$ cat src/rtl/gmii_tx_framer.sv
// GMII transmit framer: preamble/SFD, payload, zero pad, CRC-32 FCS, then enforced inter-packet gap.
// States: IDLE wait | PRE preamble+SFD | DATA payload | PAD zero fill | FCS crc out | DRAIN discard | IPG gap.
module gmii_tx_framer #(
  parameter int IPG_MIN   = 12,
  parameter int MIN_FRAME = 60,
  parameter int MAX_FRAME = 1514
) (
  input  logic       gmii_tx_clk,
  input  logic       rst,
  input  logic [7:0] s_data,
  input  logic       s_valid,
  input  logic       s_last,
  output logic       s_ready,
  output logic [7:0] gmii_data_out,
  output logic       gmii_en_out,
  output logic       tx_busy,
  output logic       frame_done,
  output logic       tx_underrun,
  output logic       tx_oversize
);
  localparam int            IW       = $clog2(IPG_MIN + 2);
  localparam logic [IW-1:0] IPG_L    = IW'(IPG_MIN);
  localparam logic [10:0]   MIN_L    = 11'(MIN_FRAME);
  localparam logic [10:0]   MAX_L    = 11'(MAX_FRAME);
  localparam logic [31:0]   CRC_INIT = 32'hFFFF_FFFF;

  typedef enum logic [2:0] {
    S_IDLE, S_PRE, S_DATA, S_PAD, S_FCS, S_DRAIN, S_IPG
  } state_t;

  state_t        state_q, state_d;
  logic [2:0]    pre_cnt_q, pre_cnt_d;
  logic [10:0]   count_q, count_d;
  logic [31:0]   crc_q, crc_d;
  logic [1:0]    fcs_cnt_q, fcs_cnt_d;
  logic [IW-1:0] ipg_cnt_q, ipg_cnt_d;
  logic          bad_q, bad_d;
  logic          ovs_q, ovs_d;
  logic [7:0]    data_q, data_d;
  logic          en_q, en_d;
  logic          done_q, done_d;
  logic          und_q, und_d;
  logic          ovsp_q, ovsp_d;

  logic [10:0]   count_inc;
  logic [IW-1:0] ipg_inc;
  logic          start;
  logic          hit_max;

  function automatic logic [31:0] crc_byte(input logic [31:0] c, input logic [7:0] b);
    logic [31:0] r;
    r = c ^ {24'h0, b};
    for (int i = 0; i < 8; i++) r = r[0] ? ((r >> 1) ^ 32'hEDB8_8320) : (r >> 1);
    return r;
  endfunction

  // A bad frame sends the raw register, i.e. the complement of the correct FCS.
  function automatic logic [7:0] fcs_byte(input logic [31:0] c, input logic [1:0] idx, input logic bad);
    logic [7:0] b;
    case (idx)
      2'd0:    b = c[7:0];
      2'd1:    b = c[15:8];
      2'd2:    b = c[23:16];
      default: b = c[31:24];
    endcase
    return bad ? b : ~b;
  endfunction

  assign count_inc = count_q + 11'd1;
  assign ipg_inc   = (ipg_cnt_q == IPG_L) ? ipg_cnt_q : ipg_cnt_q + IW'(1);
  assign start     = s_valid && (ipg_cnt_q == IPG_L);
  assign hit_max   = !s_last && (count_inc == MAX_L);
  assign s_ready   = (state_q == S_DATA) || (state_q == S_DRAIN);
  assign tx_busy   = (state_q != S_IDLE);

  always_ff @(posedge gmii_tx_clk) begin
    if (rst) begin
      state_q   <= S_IDLE;
      pre_cnt_q <= '0;
      count_q   <= '0;
      crc_q     <= CRC_INIT;
      fcs_cnt_q <= '0;
      ipg_cnt_q <= IPG_L;
      bad_q     <= 1'b0;
      ovs_q     <= 1'b0;
      data_q    <= 8'h00;
      en_q      <= 1'b0;
      done_q    <= 1'b0;
      und_q     <= 1'b0;
      ovsp_q    <= 1'b0;
    end else begin
      state_q   <= state_d;
      pre_cnt_q <= pre_cnt_d;
      count_q   <= count_d;
      crc_q     <= crc_d;
      fcs_cnt_q <= fcs_cnt_d;
      ipg_cnt_q <= ipg_cnt_d;
      bad_q     <= bad_d;
      ovs_q     <= ovs_d;
      data_q    <= data_d;
      en_q      <= en_d;
      done_q    <= done_d;
      und_q     <= und_d;
      ovsp_q    <= ovsp_d;
    end
  end

  always_comb begin
    state_d   = state_q;
    pre_cnt_d = pre_cnt_q;
    count_d   = count_q;
    crc_d     = crc_q;
    fcs_cnt_d = fcs_cnt_q;
    ipg_cnt_d = ipg_cnt_q;
    bad_d     = bad_q;
    ovs_d     = ovs_q;
    case (state_q)
      S_IDLE: begin
        if (start) begin
          state_d   = S_PRE;
          pre_cnt_d = '0;
        end
      end
      S_PRE: begin
        crc_d     = CRC_INIT;
        count_d   = '0;
        fcs_cnt_d = '0;
        bad_d     = 1'b0;
        ovs_d     = 1'b0;
        pre_cnt_d = pre_cnt_q + 3'd1;
        if (pre_cnt_q == 3'd6) state_d = S_DATA;
      end
      S_DATA: begin
        if (!s_valid) begin
          // FCS byte 0 leaves in this cycle so the frame has no bubble.
          bad_d     = 1'b1;
          fcs_cnt_d = 2'd1;
          state_d   = S_FCS;
        end else begin
          crc_d   = crc_byte(crc_q, s_data);
          count_d = count_inc;
          if (s_last) begin
            state_d = (count_inc < MIN_L) ? S_PAD : S_FCS;
          end else if (hit_max) begin
            bad_d   = 1'b1;
            ovs_d   = 1'b1;
            state_d = S_FCS;
          end
        end
      end
      S_PAD: begin
        crc_d   = crc_byte(crc_q, 8'h00);
        count_d = count_inc;
        if (count_inc >= MIN_L) state_d = S_FCS;
      end
      S_FCS: begin
        fcs_cnt_d = fcs_cnt_q + 2'd1;
        if (fcs_cnt_q == 2'd3) begin
          ipg_cnt_d = '0;
          state_d   = ovs_q ? S_DRAIN : S_IPG;
        end
      end
      S_DRAIN: begin
        ipg_cnt_d = ipg_inc;
        if (s_valid && s_last) state_d = S_IPG;
      end
      S_IPG: begin
        ipg_cnt_d = ipg_inc;
        if (ipg_inc == IPG_L) state_d = S_IDLE;
      end
      default: state_d = S_IDLE;
    endcase
  end

  always_comb begin
    data_d = 8'h00;
    en_d   = 1'b0;
    done_d = 1'b0;
    und_d  = 1'b0;
    ovsp_d = 1'b0;
    case (state_q)
      S_IDLE: begin
        if (start) begin
          data_d = 8'h55;
          en_d   = 1'b1;
        end
      end
      S_PRE: begin
        en_d   = 1'b1;
        data_d = (pre_cnt_q == 3'd6) ? 8'hD5 : 8'h55;
      end
      S_DATA: begin
        en_d = 1'b1;
        if (!s_valid) begin
          data_d = fcs_byte(crc_q, 2'd0, 1'b1);
          und_d  = 1'b1;
        end else begin
          data_d = s_data;
          ovsp_d = hit_max;
        end
      end
      S_PAD: en_d = 1'b1;
      S_FCS: begin
        en_d   = 1'b1;
        data_d = fcs_byte(crc_q, fcs_cnt_q, bad_q);
        done_d = (fcs_cnt_q == 2'd3);
      end
      default: ;
    endcase
  end

  assign gmii_data_out = data_q;
  assign gmii_en_out   = en_q;
  assign frame_done    = done_q;
  assign tx_underrun   = und_q;
  assign tx_oversize   = ovsp_q;

endmodule

$ cat config.mk
export PLATFORM = sky130hd
export DESIGN_NAME = gmii_tx_framer
export DESIGN_NICKNAME = d
export VERILOG_FILES = /design/src/rtl/gmii_tx_framer.sv
export SDC_FILE = /design/constraint.sdc
export NUM_CORES = 1
export LEC_CHECK = 0
export CORE_MARGIN = 10
export CORE_UTILIZATION = 35
export CTS_CLUSTER_DIAMETER = 120
export CTS_CLUSTER_SIZE = 12
export DETAILED_ROUTE_END_ITERATION = 8
export DONT_BUFFER_PORTS = 1
export PLACE_DENSITY_LB_ADDON = 0.05
export REMOVE_ABC_BUFFERS = 1
export SLEW_MARGIN = 0
export SYNTH_ARGS = -nofsm -noshare
export SYNTH_HDL_FRONTEND = slang
export SYNTH_SLANG_ARGS = --single-unit
$ cat constraint.sdc
create_clock -name gmii_tx_clk -period 3.07 [get_ports gmii_tx_clk]
set_input_delay 0.1535 -clock gmii_tx_clk [delete_from_list [all_inputs] [get_ports gmii_tx_clk]]
set_output_delay 0.1535 -clock gmii_tx_clk [all_outputs]
set_load 0.1 [all_outputs]
==> results of run 1 <==
-- critical path: stages, from the launching register on --
cell and delay [ns]:
dfxtp_1 0.46, ha_1 0.37, nand3_2 0.19, nor3_1 0.31, o31ai_1 0.19, and3_4 0.19
a311o_1 0.32, or4_1 0.47, o31ai_1 0.07
-- repair_timing --
action                                 4_1_cts  5_1_grt
hold buffers                                 3        0
setup buffers                                0        0
endpoints found under the hold margin       58        0
-- synth_stat cells, drive strengths merged, types with 4 or more instances --
| cell | number |
|---|---|
| and2 | 4 |
| nor3 | 24 |
| a22oi | 5 |
| nand4 | 6 |
| or4 | 4 |
| nand3 | 7 |
| xnor3 | 4 |
| nand2b | 25 |
| inv | 20 |
| nor2 | 61 |
| a222oi | 8 |
| dfxtp | 69 |
| mux2i | 19 |
| a31oi | 5 |
| clkbuf | 30 |
| buf | 22 |
| nor2b | 7 |
| and3 | 5 |
| nand2 | 41 |
| a211o | 4 |
| nor4 | 5 |
| a21oi | 42 |
| ha | 10 |
| xnor2 | 123 |
| xor2 | 20 |
| o21ai | 25 |
| o22ai | 19 |
-- sequential cells by signal, summed over array words and instances (netlist names), 2 cells and up --
signal and flops:
count_q 11, crc_q 32, fcs_cnt_q 2, gmii_data_out 8, ipg_cnt_q 4, pre_cnt_q 3
state_q 3
-- per-stage QoR --
stage | setup TNS [ns] | worst slack, ns | total power [mW] | utilization, %
finish | 0 | 0.410 | 5.33 | 38.8
global route | 0 | 0.223 | 5.68 | 38.8
CTS | 0 | 0.433 | 5.38 | 38.8
detailed placement | 0 | 0.477 | 4.25 | 36.5
global placement | 0 | 0.524 | 4.27 | 36.5
floorplan | -8.97 | -0.600 | 3.55 | -
-- power by group --
group	internal (mW)	total [mW]	switching (mW)	leakage, nW
Combinational	1.19	2.72	1.53	1.45
Clock	0.650	1.08	0.433	0.143
Sequential	1.04	1.53	0.486	0.561
-- worst min path at each step --
stage	endpoint	cells after the start
floorplan	count_q[2]	1
global placement	count_q[2]	1
detailed placement	count_q[2]	1
CTS	state_q[2]	3
global route	tx_oversize	2
finish	tx_oversize	2
-- layout make-up --
type | instances | area (µm²)
fillers | 1571 | 9240
multi-input cells | 515 | 3660
flip-flops and latches | 69 | 1380
clock buffers | 12 | 246
well taps | 188 | 235
repair buffers | 24 | 205
inverters | 21 | 78.8
clock inverters | 4 | 47.5
-- layer usage --
layer / up-vias / routed length, µm / global-route usage, %
met5: - / 0 / 0
met4: 0 / 337 / 6.13
met3: 23 / 753 / 2.54
met2: 119 / 7660 / 25.9
met1: 2108 / 8110 / 22.6
li1: 2226 / - / -
-- cells by family after synthesis --
family                   share of synthesized area (%)
XOR/XNOR                                          26.3
buffers and inverters                             5.74
AO/OA/AOI/OAI                                     16.1
multiplexers                                      4.19
AND/OR/NAND/NOR                                   19.6
flip-flops                                        25.9
adder cells (fa/ha/maj)                           2.34
==> flow_summary.yaml, run 1 <==
outcome:
  status: "finished, final reports clean"
routing:
  vias: 4476
  drc: 0
  drtPass1Iterations: 5
  vias_per_cell: 5.37
  wirelength_um: 16900
  final_antenna_net_count: 0
  wl_per_cell_um: 20.2
  initialDrtViolationCount: 289
sta:
  hold_ws_ns: 0.0187
  worstMarginPinSlew_ns: 0.942
  final_hold_viol_count: 0
  skew_ns: 0.0102
  period_minus_slack_ns: 2.66
  slew_viol_final: 0
  maxSlewHeadroom_pct: 37.1
  clock.fmax_mhz: 376
  finalCritPeriodShare_pct: 86.6
  rsz0062_at_grt: "no"
  finalSetupViolCount: 0
finish:
  diodes: 0
  drive_gt1_share_pct: 8.99
  syn_to_final_growth_pct: 9.53
  postLayoutCellArea_mm2: 0.00585
  layout_common_cells: "116 x xnor2_1, 69 x dfxtp_1, 60 x nor2_1, 42 x a21oi_1, 40 x nand2_1"
  instances_no_fill: 833
  nNetsFinal: 662
  mostFrequentLayoutCell: "xnor2_1"
grt:
  grt_max_degree: 61
  grt_pass1_vias: 4415
  grt_pass1_wl_um: 26200
  overflow: 0
  track_usage_pct: 16.6
  antenna_found_initial: 0
placement:
  port_buffers: 0
  place_area_mm2: 0.00551
  gp_congestion: 0.884
  dp.cells: 814
  dp_hpwl_um: 11400
floorplanning:
  dieArea_mm2: 0.0206
  start_util_pct: 35.4
  die_h_um: 144
  core_area_mm2: 0.0151
  row_count: 45
  die_w_um: 144
  pin_count: 26
worst_setup_path:
  regToRegStartpoint: "count_q[0]"
  cp.required_ns: 3.33
  reg2reg_slack_ns: 0.41
  reg2reg_depth: 8
  cp.arrival_ns: 2.92
  crit_type: "flip-flop to flip-flop"
  endpoint_kind: "flip-flop"
  r2r-end: "state_q[0]"
  crit_path_start: "count_q[0]"
  start_kind: "flip-flop"
  cp_max_fo: 9
  cp-endpoint: "state_q[0]"
clocking:
  cts_tree: "done"
  htreeDepth: 3
  clkTransAtPathRegs_ns: 0.06
  cts_root_buffer: "clkbuf_16"
  clk-insertion-delay-late_ns: 0.35
  cts_resized: 0
  cts_buffers: 9
  clkSinkCount: 69
  cts.path.max_buffers: 2
pwr:
  ir_worst_vdd_v: 0.000347
  p_leak_nw: 2.15
  p_per_area_mw_per_mm2: 911
synth:
  synth_top_area_cell: "dfxtp_1"
  async_flop_share_pct: 0
  synth_area_leaders: "dfxtp_1 26%, xnor2_1 19%, nor2_1 4.3%, a21oi_1 3.9%, mux2i_1 3.6%"
  yosysTopAreaCellShare_pct: 25.9
  seq_area_frac_synth_pct: 25.9
  synth_edf_count: 0
  synth_seq_cells: 69
  synthCells: 657
  synthDistinctLibCells: 66
  yosysWarnings: 0
  synth_ff_type: "dfxtp_1"
  post_synth.cell_area_avg_um2: 8.13
  syn_area_mm2: 0.00534
worst_hold_path:
  worstHoldStart: "s_valid"
  hp-class: "primary input to flip-flop"
job:
  maxCapViolCount: 0
Note: power is estimated with default switching activity, not from simulation.
==> run 2, diff against run 1 <==
clock period = 2.54 ns   (was 3.07 ns; I/O delays follow)
==> run 2 against run 1 <==
Effect of this change:
- non-clock buffer count grew 19
- critical endpoint unchanged
- fmax grew 10%
- final area grew 2.9%
- highest routed layer unchanged
- cell count grew 2.3%
- register-to-register slack lost 0.29 ns
- die area is the same
- critical path depth grew 1
- power grew 24%
- clock-buffer cell count shrank 1
==> flow_summary.yaml, run 2 (synthesis gave the netlist of run 1 again) <==
placement:
  place_area_mm2: 0.00565
  port_buffers: 0
  dp_hpwl_um: 11600
  gp_congestion: 0.888
  dp.cells: 833
finish:
  mostFrequentLayoutCell: "xnor2_1"
  syn_to_final_growth_pct: 12.7
  largest_register: "crc_q"
  regArea_mm2: 0.00138
  nNetsFinal: 681
  layout_common_cells: "116 x xnor2_1, 68 x dfxtp_1, 60 x nor2_1, 42 x a21oi_1"
  drive_gt1_share_pct: 12.3
  diodes: 0
  instances_no_fill: 852
  fill_cells: 1560
  utilization_pct: 39.9
  largest_reg_flops: 32
  postLayoutCellArea_mm2: 0.00602
  multi_input_area_mm2: 0.00366
sta:
  maxSlewHeadroom_pct: 37.1
  worstMarginPinSlew_ns: 0.943
  slew_viol_final: 0
  final_hold_viol_count: 0
  tns_ns: 0
  rsz0062_at_grt: "no"
  finalSetupViolCount: 0
  period_minus_slack_ns: 2.42
  finalCritPeriodShare_pct: 95.1
  clock.fmax_mhz: 414
  skew_ns: 0.00799
pwr:
  p_per_area_mw_per_mm2: 1100
  power.total_mw: 6.60
  ir_worst_vdd_v: 0.000394
  p_leak_nw: 2.25
routing:
  drc: 0
  wirelength_um: 16700
  vias: 4559
  wl_per_cell_um: 19.7
  drtPass1Iterations: 5
  final_antenna_net_count: 0
  initialDrtViolationCount: 327
  vias_per_cell: 5.35
worst_setup_path:
  start_kind: "flip-flop"
  regToRegStartpoint: "ipg_cnt_q[0]"
  path_cells: "inv_1 -> ha_1 -> nand2_1 -> a21oi_1 -> mux2_2 -> o311a_1 -> a311o_1 -> or4_1 -> o31ai_1"
  cp_top_family: "compound AO/OA/AOI/OAI gates"
  cp.arrival_ns: 2.67
  cp_max_fo: 5
  endpoint_kind: "flip-flop"
  crit_slowest_cell: "or4_1"
  cp_slowest_stage_delay_ns: 0.48
  r2r-end: "state_q[0]"
  reg2reg_slack_ns: 0.12
  crit_type: "flip-flop to flip-flop"
  reg2reg_depth: 9
  cp.required_ns: 2.80
  crit_buf_inv: 1
clocking:
  cts_tree: "done"
  clk-insertion-delay-late_ns: 0.34
  clkTransAtPathRegs_ns: 0.06
  postCtsSetupRepairBufs: 0
  cts_buffers: 9
  clkSinkCount: 69
  cts.path.max_buffers: 2
  htreeDepth: 3
  cts_root_buffer: "clkbuf_16"
outcome:
  status: "finished, final reports clean"
floorplanning:
  pin_count: 26
  core_area_mm2: 0.0151
  start_util_pct: 35.4
  dieArea_mm2: 0.0206
  die_w_um: 144
  row_count: 45
  die_h_um: 144
grt:
  grt_pass1_wl_um: 25700
  grt_pass1_vias: 4297
  use_met1_pct: 22.9
  track_usage_pct: 16.4
  antenna_found_initial: 0
  grtUsageMet3_pct: 2.64
  busiest_layer: "met2"
  grt_max_degree: 62
  overflow: 0
  grt_util_met2_pct: 24.1
worst_hold_path:
  hold_depth: 2
  holdPathEnd: "crc_q[17]"
  worstHoldStart: "rst"
  hp-class: "primary input to flip-flop"
job:
  maxCapViolCount: 0
==> run 2: report_power, final <==
| group | switching, mW | internal (mW) |
|---|---|---|
| registers | 0.558 | 1.26 |
| clock network | 0.522 | 0.814 |
| logic | 1.92 | 1.53 |
==> run 2: through the flow <==
step,setup WS (ns),hold WS (ns)
after floorplan,-1.13,0.196
final,0.124,0.0244
after CTS,0.0738,0.00875
after global placement,0.170,0.208
after detailed placement,0.0925,0.210
after global routing,0.00122,0.0223
==> run 2: per-layer routing <==
metal / up-vias / share of wire [%]
li1: 2266 / -
met1: 2171 / 50
met2: 98 / 43
met3: 24 / 3.9
met4: 0 / 2.6
met5: - / 0
==> run 2: what timing repair did <==
item,in CTS,in global routing
resized for setup,0,3
hold buffers,3,0
setup endpoints to repair,0,2
endpoints found under the hold margin,58,0
==> run 2: how the worst max path moves through the flow <==
stage / from / endpoint / slack, ns / depth (start not counted)
floorplan: state_q[0] / count_q[7] / -1.13 / 5
global placement: count_q[2] / state_q[0] / 0.17 / 7
finish: ipg_cnt_q[0] / state_q[0] / 0.12 / 9
detailed placement: count_q[2] / state_q[0] / 0.09 / 7
CTS: count_q[2] / state_q[0] / 0.07 / 7
global route: count_q[0] / state_q[0] / 0.001 / 8
==> run 2: final cells by class <==
type	instances	area share, %
Clock inverter	5	0.977
Tap cell	188	3.91
Clock buffer	11	4.20
Multi-Input combinational cell	515	60.9
Timing Repair Buffer	43	5.78
Inverter	21	1.31
Sequential cell	69	23.0
